## src/rtl/sevenseg_reader.sv

```systemverilog
// Seven-segment receiver: synchronizes the segment lines, debounces them and
// decodes the shown hex digit, flagging steps, jumps and illegal patterns.
module sevenseg_reader #(
    parameter int unsigned STABLE_CYCLES = 4,
    parameter int unsigned ACTIVE_LOW    = 1
) (
    input  logic       i_clk,
    input  logic       i_rst,
    input  logic [6:0] i_seg,
    output logic [3:0] o_digit,
    output logic       o_valid,
    output logic       o_blank,
    output logic       o_new,
    output logic       o_up,
    output logic       o_down,
    output logic       o_err,
    output logic       o_err_sticky
);

    localparam int unsigned CW = $clog2(STABLE_CYCLES + 1);
    localparam logic [6:0] DARK = (ACTIVE_LOW != 0) ? 7'h7F : 7'h00;
    localparam logic [CW-1:0] CNT_MAX = CW'(STABLE_CYCLES);

    typedef enum logic {
        ST_WAIT,
        ST_LOCKED
    } state_t;

    state_t      state_q, state_d;
    logic [6:0]  sync1_q, sync1_d;
    logic [6:0]  sync2_q, sync2_d;
    logic [6:0]  held_q, held_d;
    logic [CW-1:0] count_q, count_d;
    logic [3:0]  digit_q, digit_d;
    logic        valid_q, valid_d;
    logic        blank_q, blank_d;
    logic        new_q, new_d;
    logic        up_q, up_d;
    logic        down_q, down_d;
    logic        err_q, err_d;
    logic        sticky_q, sticky_d;

    logic [6:0]  seg;
    logic        accept;
    logic [3:0]  dec_digit;
    logic        dec_legal;
    logic        dec_blank;

    assign sync1_d = i_seg;
    assign sync2_d = sync1_q;
    assign seg     = (ACTIVE_LOW != 0) ? ~sync2_q : sync2_q;

    always_comb begin
        dec_digit = 4'h0;
        dec_legal = 1'b1;
        dec_blank = 1'b0;
        case (held_q)
            7'h3F: dec_digit = 4'h0;
            7'h06: dec_digit = 4'h1;
            7'h5B: dec_digit = 4'h2;
            7'h4F: dec_digit = 4'h3;
            7'h66: dec_digit = 4'h4;
            7'h6D: dec_digit = 4'h5;
            7'h7D: dec_digit = 4'h6;
            7'h47: dec_digit = 4'h7;
            7'h7F: dec_digit = 4'h8;
            7'h67: dec_digit = 4'h9;
            7'h77: dec_digit = 4'hA;
            7'h7C: dec_digit = 4'hB;
            7'h58: dec_digit = 4'hC;
            7'h5E: dec_digit = 4'hD;
            7'h7B: dec_digit = 4'hE;
            7'h71: dec_digit = 4'hF;
            7'h00: begin
                dec_legal = 1'b0;
                dec_blank = 1'b1;
            end
            default: dec_legal = 1'b0;
        endcase
    end

    always_comb begin
        state_d  = state_q;
        held_d   = held_q;
        count_d  = count_q;
        digit_d  = digit_q;
        valid_d  = valid_q;
        blank_d  = blank_q;
        sticky_d = sticky_q;
        new_d    = 1'b0;
        up_d     = 1'b0;
        down_d   = 1'b0;
        err_d    = 1'b0;
        accept   = 1'b0;

        if (seg != held_q) begin
            held_d  = seg;
            count_d = CW'(1);
            state_d = ST_WAIT;
        end else if (state_q == ST_WAIT) begin
            // One more matching sample after the window fills triggers accept
            if (count_q == CNT_MAX) begin
                accept  = 1'b1;
                state_d = ST_LOCKED;
            end else begin
                count_d = count_q + CW'(1);
            end
        end

        if (accept) begin
            if (dec_blank) begin
                blank_d = 1'b1;
            end else if (dec_legal) begin
                blank_d = 1'b0;
                if (!valid_q || dec_digit != digit_q) begin
                    digit_d = dec_digit;
                    valid_d = 1'b1;
                    new_d   = 1'b1;
                    up_d    = valid_q && (dec_digit == digit_q + 4'd1);
                    down_d  = valid_q && (dec_digit == digit_q - 4'd1);
                end
            end else begin
                err_d    = 1'b1;
                sticky_d = 1'b1;
                blank_d  = 1'b0;
            end
        end
    end

    always_ff @(posedge i_clk or posedge i_rst) begin
        if (i_rst) begin
            state_q  <= ST_WAIT;
            sync1_q  <= DARK;
            sync2_q  <= DARK;
            held_q   <= 7'h00;
            count_q  <= '0;
            digit_q  <= 4'h0;
            valid_q  <= 1'b0;
            blank_q  <= 1'b0;
            new_q    <= 1'b0;
            up_q     <= 1'b0;
            down_q   <= 1'b0;
            err_q    <= 1'b0;
            sticky_q <= 1'b0;
        end else begin
            state_q  <= state_d;
            sync1_q  <= sync1_d;
            sync2_q  <= sync2_d;
            held_q   <= held_d;
            count_q  <= count_d;
            digit_q  <= digit_d;
            valid_q  <= valid_d;
            blank_q  <= blank_d;
            new_q    <= new_d;
            up_q     <= up_d;
            down_q   <= down_d;
            err_q    <= err_d;
            sticky_q <= sticky_d;
        end
    end

    assign o_digit      = digit_q;
    assign o_valid      = valid_q;
    assign o_blank      = blank_q;
    assign o_new        = new_q;
    assign o_up         = up_q;
    assign o_down       = down_q;
    assign o_err        = err_q;
    assign o_err_sticky = sticky_q;

endmodule

```

## config.mk

```make
export PLATFORM = sky130hd
export DESIGN_NAME = sevenseg_reader
export DESIGN_NICKNAME = d
export VERILOG_FILES = /design/src/rtl/sevenseg_reader.sv
export SDC_FILE = /design/constraint.sdc
export NUM_CORES = 1
export LEC_CHECK = 0
export ABC_AREA = 1
export ABC_CLOCK_PERIOD_IN_PS = 2400
export BUFFER_PORTS_ARGS = -buffer_cell sky130_fd_sc_hd__buf_2
export CORE_MARGIN = 4
export CORE_UTILIZATION = 50
export DETAILED_ROUTE_END_ITERATION = 10
export PLACE_DENSITY = 0.69
export SLEW_MARGIN = 15
export SYNTH_ARGS = -nofsm -noshare
export SYNTH_HDL_FRONTEND = slang
export SYNTH_SLANG_ARGS = --single-unit
export TNS_END_PERCENT = 20
```

## constraint.sdc

```tcl
create_clock -name i_clk -period 2.4 [get_ports i_clk]
set_input_delay 0.36 -clock i_clk [delete_from_list [all_inputs] [get_ports i_clk]]
set_output_delay 0.36 -clock i_clk [all_outputs]
set_load 0.01 [all_outputs]
```

# Yosys cells after proc, flatten, opt, wreduce, memory -nomap -nowiden
# Index checks and enable logic that the tools add are counted.
op_classes:
  addsub: 3
  eq_ne: 23
  muxes: 27
  bitwise: 3
  reduce_logical: 9
op_table:
  columns: ["cell", "n"]
  rows:
  - ["$eq A7 B7 Y1 const B", 14]
  - ["$pmux W4 S15", 1]
  - ["$mux W1", 23]
  - ["$reduce_or A16 Y1", 1]
  - ["$mux W3", 3]
  - ["$eq A4 B4 Y1", 2]
  - ["$eq A7 B3 Y1 const B", 1]
  - ["$eq A7 B6 Y1 const B", 1]
  - ["$logic_not A7 Y1", 1]
  - ["$ne A7 B7 Y1", 1]
  - ["$not A7 Y7", 1]
  - ["$add A4 B1 Y4 const B", 1]
  - ["$ne A4 B4 Y1", 1]
  - ["$reduce_and A4 Y1", 1]
  - ["$sub A4 B1 Y4 const B", 1]
  - ["$add A3 B1 Y3 const B", 1]
  - ["$eq A3 B3 Y1 const B", 1]
  - ["$reduce_and A3 Y1", 1]
  - ["$logic_and A1 B1 Y1", 2]
  - ["$ne A2 B1 Y1 const B", 1]
  - ["$ne A2 B2 Y1 const B", 1]
  - ["$not A1 Y1", 2]
  - ["$reduce_and A2 Y1", 1]
  - ["$logic_not A1 Y1", 1]
  - ["$logic_or A1 B1 Y1", 1]
totals:
  ff_bits: 36
  in_bits: 9
  out_inout_bits: 11
  elab_cells: 78

# Depth between registers and ports, before layout
depth:
  ltp_word: 8
  mapped_depth: 14
  depth_no_buf: 14

# Worst setup path before layout
# Ideal clock, no wire load.
synth_timing:
  path_type: "register to register"
  from: "register sync2_q[1]"
  to: "register digit_q[3] (netlist: o_digit[3])"
  setup_ns: 0.117
  t_arrival_ns: 1.427
  t_required_ns: 2.283
  path_slack_ns: 0.855
  path_stages_with_launch: 11
  path_buffers: 0
  period_less_slack_ns: 1.545
  path_cell_list: "dfstp_2 > inv_1 > nand2_1 > nand4_1 > nor3_1 > and2_1 > nand3_1 > nor2_4 > nand2_4 > nand2_1 > nand2_1"
synth_between:
  elab_chain_len: 4
synth_rtl:
  columns: ["item", "line", "rtl"]
  rows:
  - ["start: declaration", "31", "logic [6:0] sync2_q, sync2_d;"]
  - ["start signal: assignment", "148", "sync2_q <= sync2_d;"]
  - ["$not A7 Y7", "51", "assign seg = (ACTIVE_LOW != 0) ? ~sync2_q : sync2_q;"]
  - ["$ne A7 B7 Y1", "96", "if (seg != held_q) begin"]
  - ["$mux W1", "96", null]
  - ["$reduce_and A4 Y1 (no source line)", null, null]
  - ["end signal: assignment", "151", "digit_q <= digit_d;"]
  - ["end: declaration", "34", "logic [3:0] digit_q, digit_d;"]
# Every way passes these cells.
# A chain may end at the register's enable or synchronous reset.

# Final worst setup path
layout_timing:
  from: "register held_q[3]"
  to: "register digit_q[0] (netlist: o_digit[0])"
layout_between:
  elab_chain_len: 5
  elab_cells_between_ends: 27
  classes_between: "18 x eq/ne; 4 x mux; 1 x bitwise; 4 x reduce/logical"
layout_rtl:
  columns: ["item", "line", "rtl"]
  rows:
  - ["start: declaration", "32", "logic [6:0] held_q, held_d;"]
  - ["start signal: assignment", "149", "held_q <= held_d;"]
  - ["$eq A7 B7 Y1 or $eq A7 B3 Y1 (tied branches)", "57", "case (held_q)"]
  - ["$pmux W4 S15", "57", null]
  - ["$ne A4 B4 Y1", "115", "if (!valid_q || dec_digit != digit_q) begin"]
  - ["$logic_or A1 B1 Y1", "115", null]
  - ["$reduce_and A4 Y1 (no source line)", null, null]
# Several ways; a longest one is shown, not always the timed one.

==> out/qor.txt <==
post-route ant nets -> 0
TritonCTS Sinks -> 36
Final Skew -> 0.00795 ns
Min Hold Slack -> 0.146 ns
Layout area overhead -> 14.4%
Port Buffers -> 19
Initial DRC Count -> 64
mapped cell area -> 1850 µm²
count of different cell masters after synthesis -> 22
All-Layer GR Usage -> 16.5%
hold-fix buffers at CTS -> 0
num rows -> 21
max-cap viol count -> 0
Gate power share -> 6.6%
Clk pwr share -> 40.0%
CTS clock-pin slew for the worst setup and hold paths -> 0.08 ns
pwr/cell area -> 576 nW/µm²
detailed-route via count -> 1379
Vias/cell -> 4.71
initial antenna violation count -> 0
Setup Buffers After CTS -> 0
layer with the highest usage -> met2
Wirelength per Cell -> 11.1 µm
Initial Util -> 53.7%
I/O Pins -> 20
min cycle time layout -> 1.80 ns
internal power -> 0.929 mW
fin area -> 2110 µm²
synthesized net count -> 232
setup TNS -> 0 ns
Startpoint Class -> flip-flop
Root Driver -> clkbuf_8
total CTS buffers -> 5
Die ar. -> 4730 µm²
area leader, netlist -> dfrtp_1
nature of the critical path endpoint -> flip-flop
CTS tree -> done
routed wire length -> 3250 µm
part of the cycle the worst path needs -> 75.1%
Post-layout nets -> 259
status -> complete, no violations
Avg Cell Area, Syn -> 8.43 µm²
Remaining Overflow, GRT -> 0
internal reg-to-reg setup slack -> 0.60 ns
Max VDD drop -> 0.000533 V
RR Startpoint -> held_q[3]$_DFFE_PP0N_
global-route wire length before repair -> 5530 µm
net load switching power -> 0.287 mW
hold crit path type -> primary input to asynchronous set/reset pin
Sw Ratio -> 23.6%
R2R depth -> 13
Synth Warn # -> 0
leak pwr -> 1.11 nW
Worst EP arrival -> 2.04 ns
CP bufs+invs -> 0
Seq cells post-synth -> 36
core area -> 3440 µm²
Die H -> 68.8 µm
clock latency on the worst-skew pair -> 0.29 ns
CTS H-tree lvls -> 2
Synth top area share -> 29.8%
CP peak stage delay -> 0.43 ns
Setup WS pre-CTS -> 0.589 ns
delay-heaviest family, CP -> simple AND/OR/NAND/NOR gates
DRC viols -> 0
CTS max path bufs -> 2
vias in the first global route -> 1286
fmax -> 555 MHz
highest net fanout along the worst path -> 8
GRT met3 Usage -> 4.86%
share of cells above drive strength 1 -> 29.6%
CTS resizes -> 0
sequential share of the synthesized area -> 49.7%
met2 global-route usage -> 23.7%
DIE WIDTH -> 68.8 µm
Setup CP Type -> flip-flop to flip-flop
RSZ-0062 raised after global routing -> no
CP cell instances -> nand2_1 -> nor2_1 -> nand2_1 -> nand2_1 -> nor2_2 -> nand2_1 -> nand2_1 -> nand2_1 -> nor2_2 -> nand3_4 -> nand2_4 -> nand2_1 -> nand2_1
Flop pwr share -> 53.3%
Final Wtd Congestion -> 0.868
Cells after Synth -> 219
fill count -> 314
largest net degree at the start of global routing -> 37
Initial DRT Pass Iterations -> 4
final hold violations -> 0
Setup violations, final -> 0
final worst slack -> 0.597 ns
diode count -> 0
DP Wirelength -> 2410 µm
worst-margin pin slew -> 0.420 ns
Placed Area -> 2010 µm²
Crit path top cell by count -> nand2_1
Synth area leaders -> dfrtp_1 (30%), dfstp_2 (20%), nand2_1 (12%)
GR Util met1 -> 21.5%
R2R Path End -> o_digit[0]$_DFFE_PP0P_
Critical-path top delay cell -> dfrtp_1
Req. time, crit path -> 2.63 ns
Pins Over Slew Limit -> 0
Max-slew headroom -> 72.0%
==> worst max-delay path by stage <==
stage / from / to / slack, ns / cells past startpoint
final: held_q[3]$_DFFE_PP0N_ / o_digit[0]$_DFFE_PP0P_ / 0.60 / 13
after global routing: held_q[3]$_DFFE_PP0N_ / o_up$_DFF_PP0_ / 0.40 / 11
after global placement: sync2_q[1]$_DFF_PP1_ / o_digit[3]$_DFFE_PP0P_ / 0.61 / 10
after floorplan: sync2_q[1]$_DFF_PP1_ / o_digit[3]$_DFFE_PP0P_ / 0.86 / 10
after detailed placement: sync2_q[1]$_DFF_PP1_ / o_digit[0]$_DFFE_PP0P_ / 0.59 / 10
after CTS: sync2_q[1]$_DFF_PP1_ / o_digit[0]$_DFFE_PP0P_ / 0.57 / 10
==> power groups by stage <==
stage               Sequential [mW]  Combinational, mW  Clock (mW)
floorplan                     0.657             0.0617           0
global placement              0.659             0.0811           0
detailed placement            0.660             0.0815           0
CTS                           0.649             0.0822       0.507
global route                  0.651             0.0925       0.530
finish                        0.649             0.0806       0.487
==> worst reg2reg max path, cell delays in order (launching register included) <==
cell and delay (ns):
dfrtp_1 0.43, nand2_1 0.15, nor2_1 0.10, nand2_1 0.07
nand2_1 0.07, nor2_2 0.13, nand2_1 0.15, nand2_1 0.09
nand2_1 0.06, nor2_2 0.15, nand3_4 0.12, nand2_4 0.12
nand2_1 0.06, nand2_1 0.06
==> area by class of cell <==
type | instances | area [µm²] | area share [%]
clock buffers | 6 | 93.8 | 4.44
clock inverters | 2 | 11.3 | 0.533
repair buffers | 20 | 103 | 4.86
multi-input cells | 156 | 827 | 39.2
flip-flops and latches | 36 | 918 | 43.5
well taps | 46 | 57.6 | 2.73
inverters | 27 | 101 | 4.80
==> cell families (layout without fill, tap and decap cells) <==
| group | count (synthesis) | count (layout) | synth area share [%] |
|---|---|---|---|
| flops | 36 | 36 | 49.7 |
| fa+ha+maj | 4 | 4 | 2.71 |
| simple gates | 136 | 136 | 35.2 |
| compound gates | 4 | 4 | 1.22 |
| xor+xnor | 12 | 12 | 5.69 |
| buf+inv | 27 | 55 | 5.49 |
==> flip-flops by register name, summed over array words and instances (netlist names) <==
register / cells
count_q: 3
o_valid: 1
sync2_q: 7
o_digit: 4
o_err_sticky: 1
sync1_q: 7
o_blank: 1
held_q: 7
o_up: 1
o_down: 1
o_new: 1
state_q: 1
o_err: 1
==> routing by layer <==
metal  share of wire (%)  vias up
met5                   0        -
met4                 2.9        0
met3                 6.6        7
met2                  42       35
met1                  48      615
li1                    -      722
==> per-stage QoR <==
step | instances | util, % | power, mW
after detailed placement | 285 | 58.3 | 0.741
after global placement | 285 | 58.3 | 0.740
after CTS | 293 | 61.4 | 1.24
after global routing | 293 | 61.4 | 1.27
final | 293 | 61.4 | 1.22
after floorplan | 219 | - | 0.718
==> cells in the mapped netlist <==
cell      n
nand2_1  61
nor2_1   26
inv_1    23
dfrtp_1  22
nand3_1  15
dfstp_2  14
nand2_2  11
xnor2_1   7
nor2_2    6
xor2_1    5
ha_1      4
inv_2     4
nor2_4    4
nor3_1    4
a21oi_1   3
or2_2     3
nand4_1   2
and2_1    1
nand2_4   1
nand3_2   1
nand3_4   1
o21a_1    1
==> cells in the final DEF, fill, tap and decap left out <==
master     count
dfrtp_1       22
nand3_2        1
nand3_4        1
ha_1           4
o21a_1         1
nand2_1       61
clkbuf_8       5
nor3_1         4
inv_2          4
nand4_1        2
nand2_2       11
xnor2_1        7
and2_1         1
nand3_1       15
nor2_4         4
or2_2          3
nor2_1        26
a21oi_1        3
xor2_1         5
clkinv_2       1
dfstp_2       14
nor2_2         6
buf_2         19
nand2_4        1
inv_1         23
buf_4          1
clkbuf_16      1
inv_4          1
(Power assumes the default switching activity.)
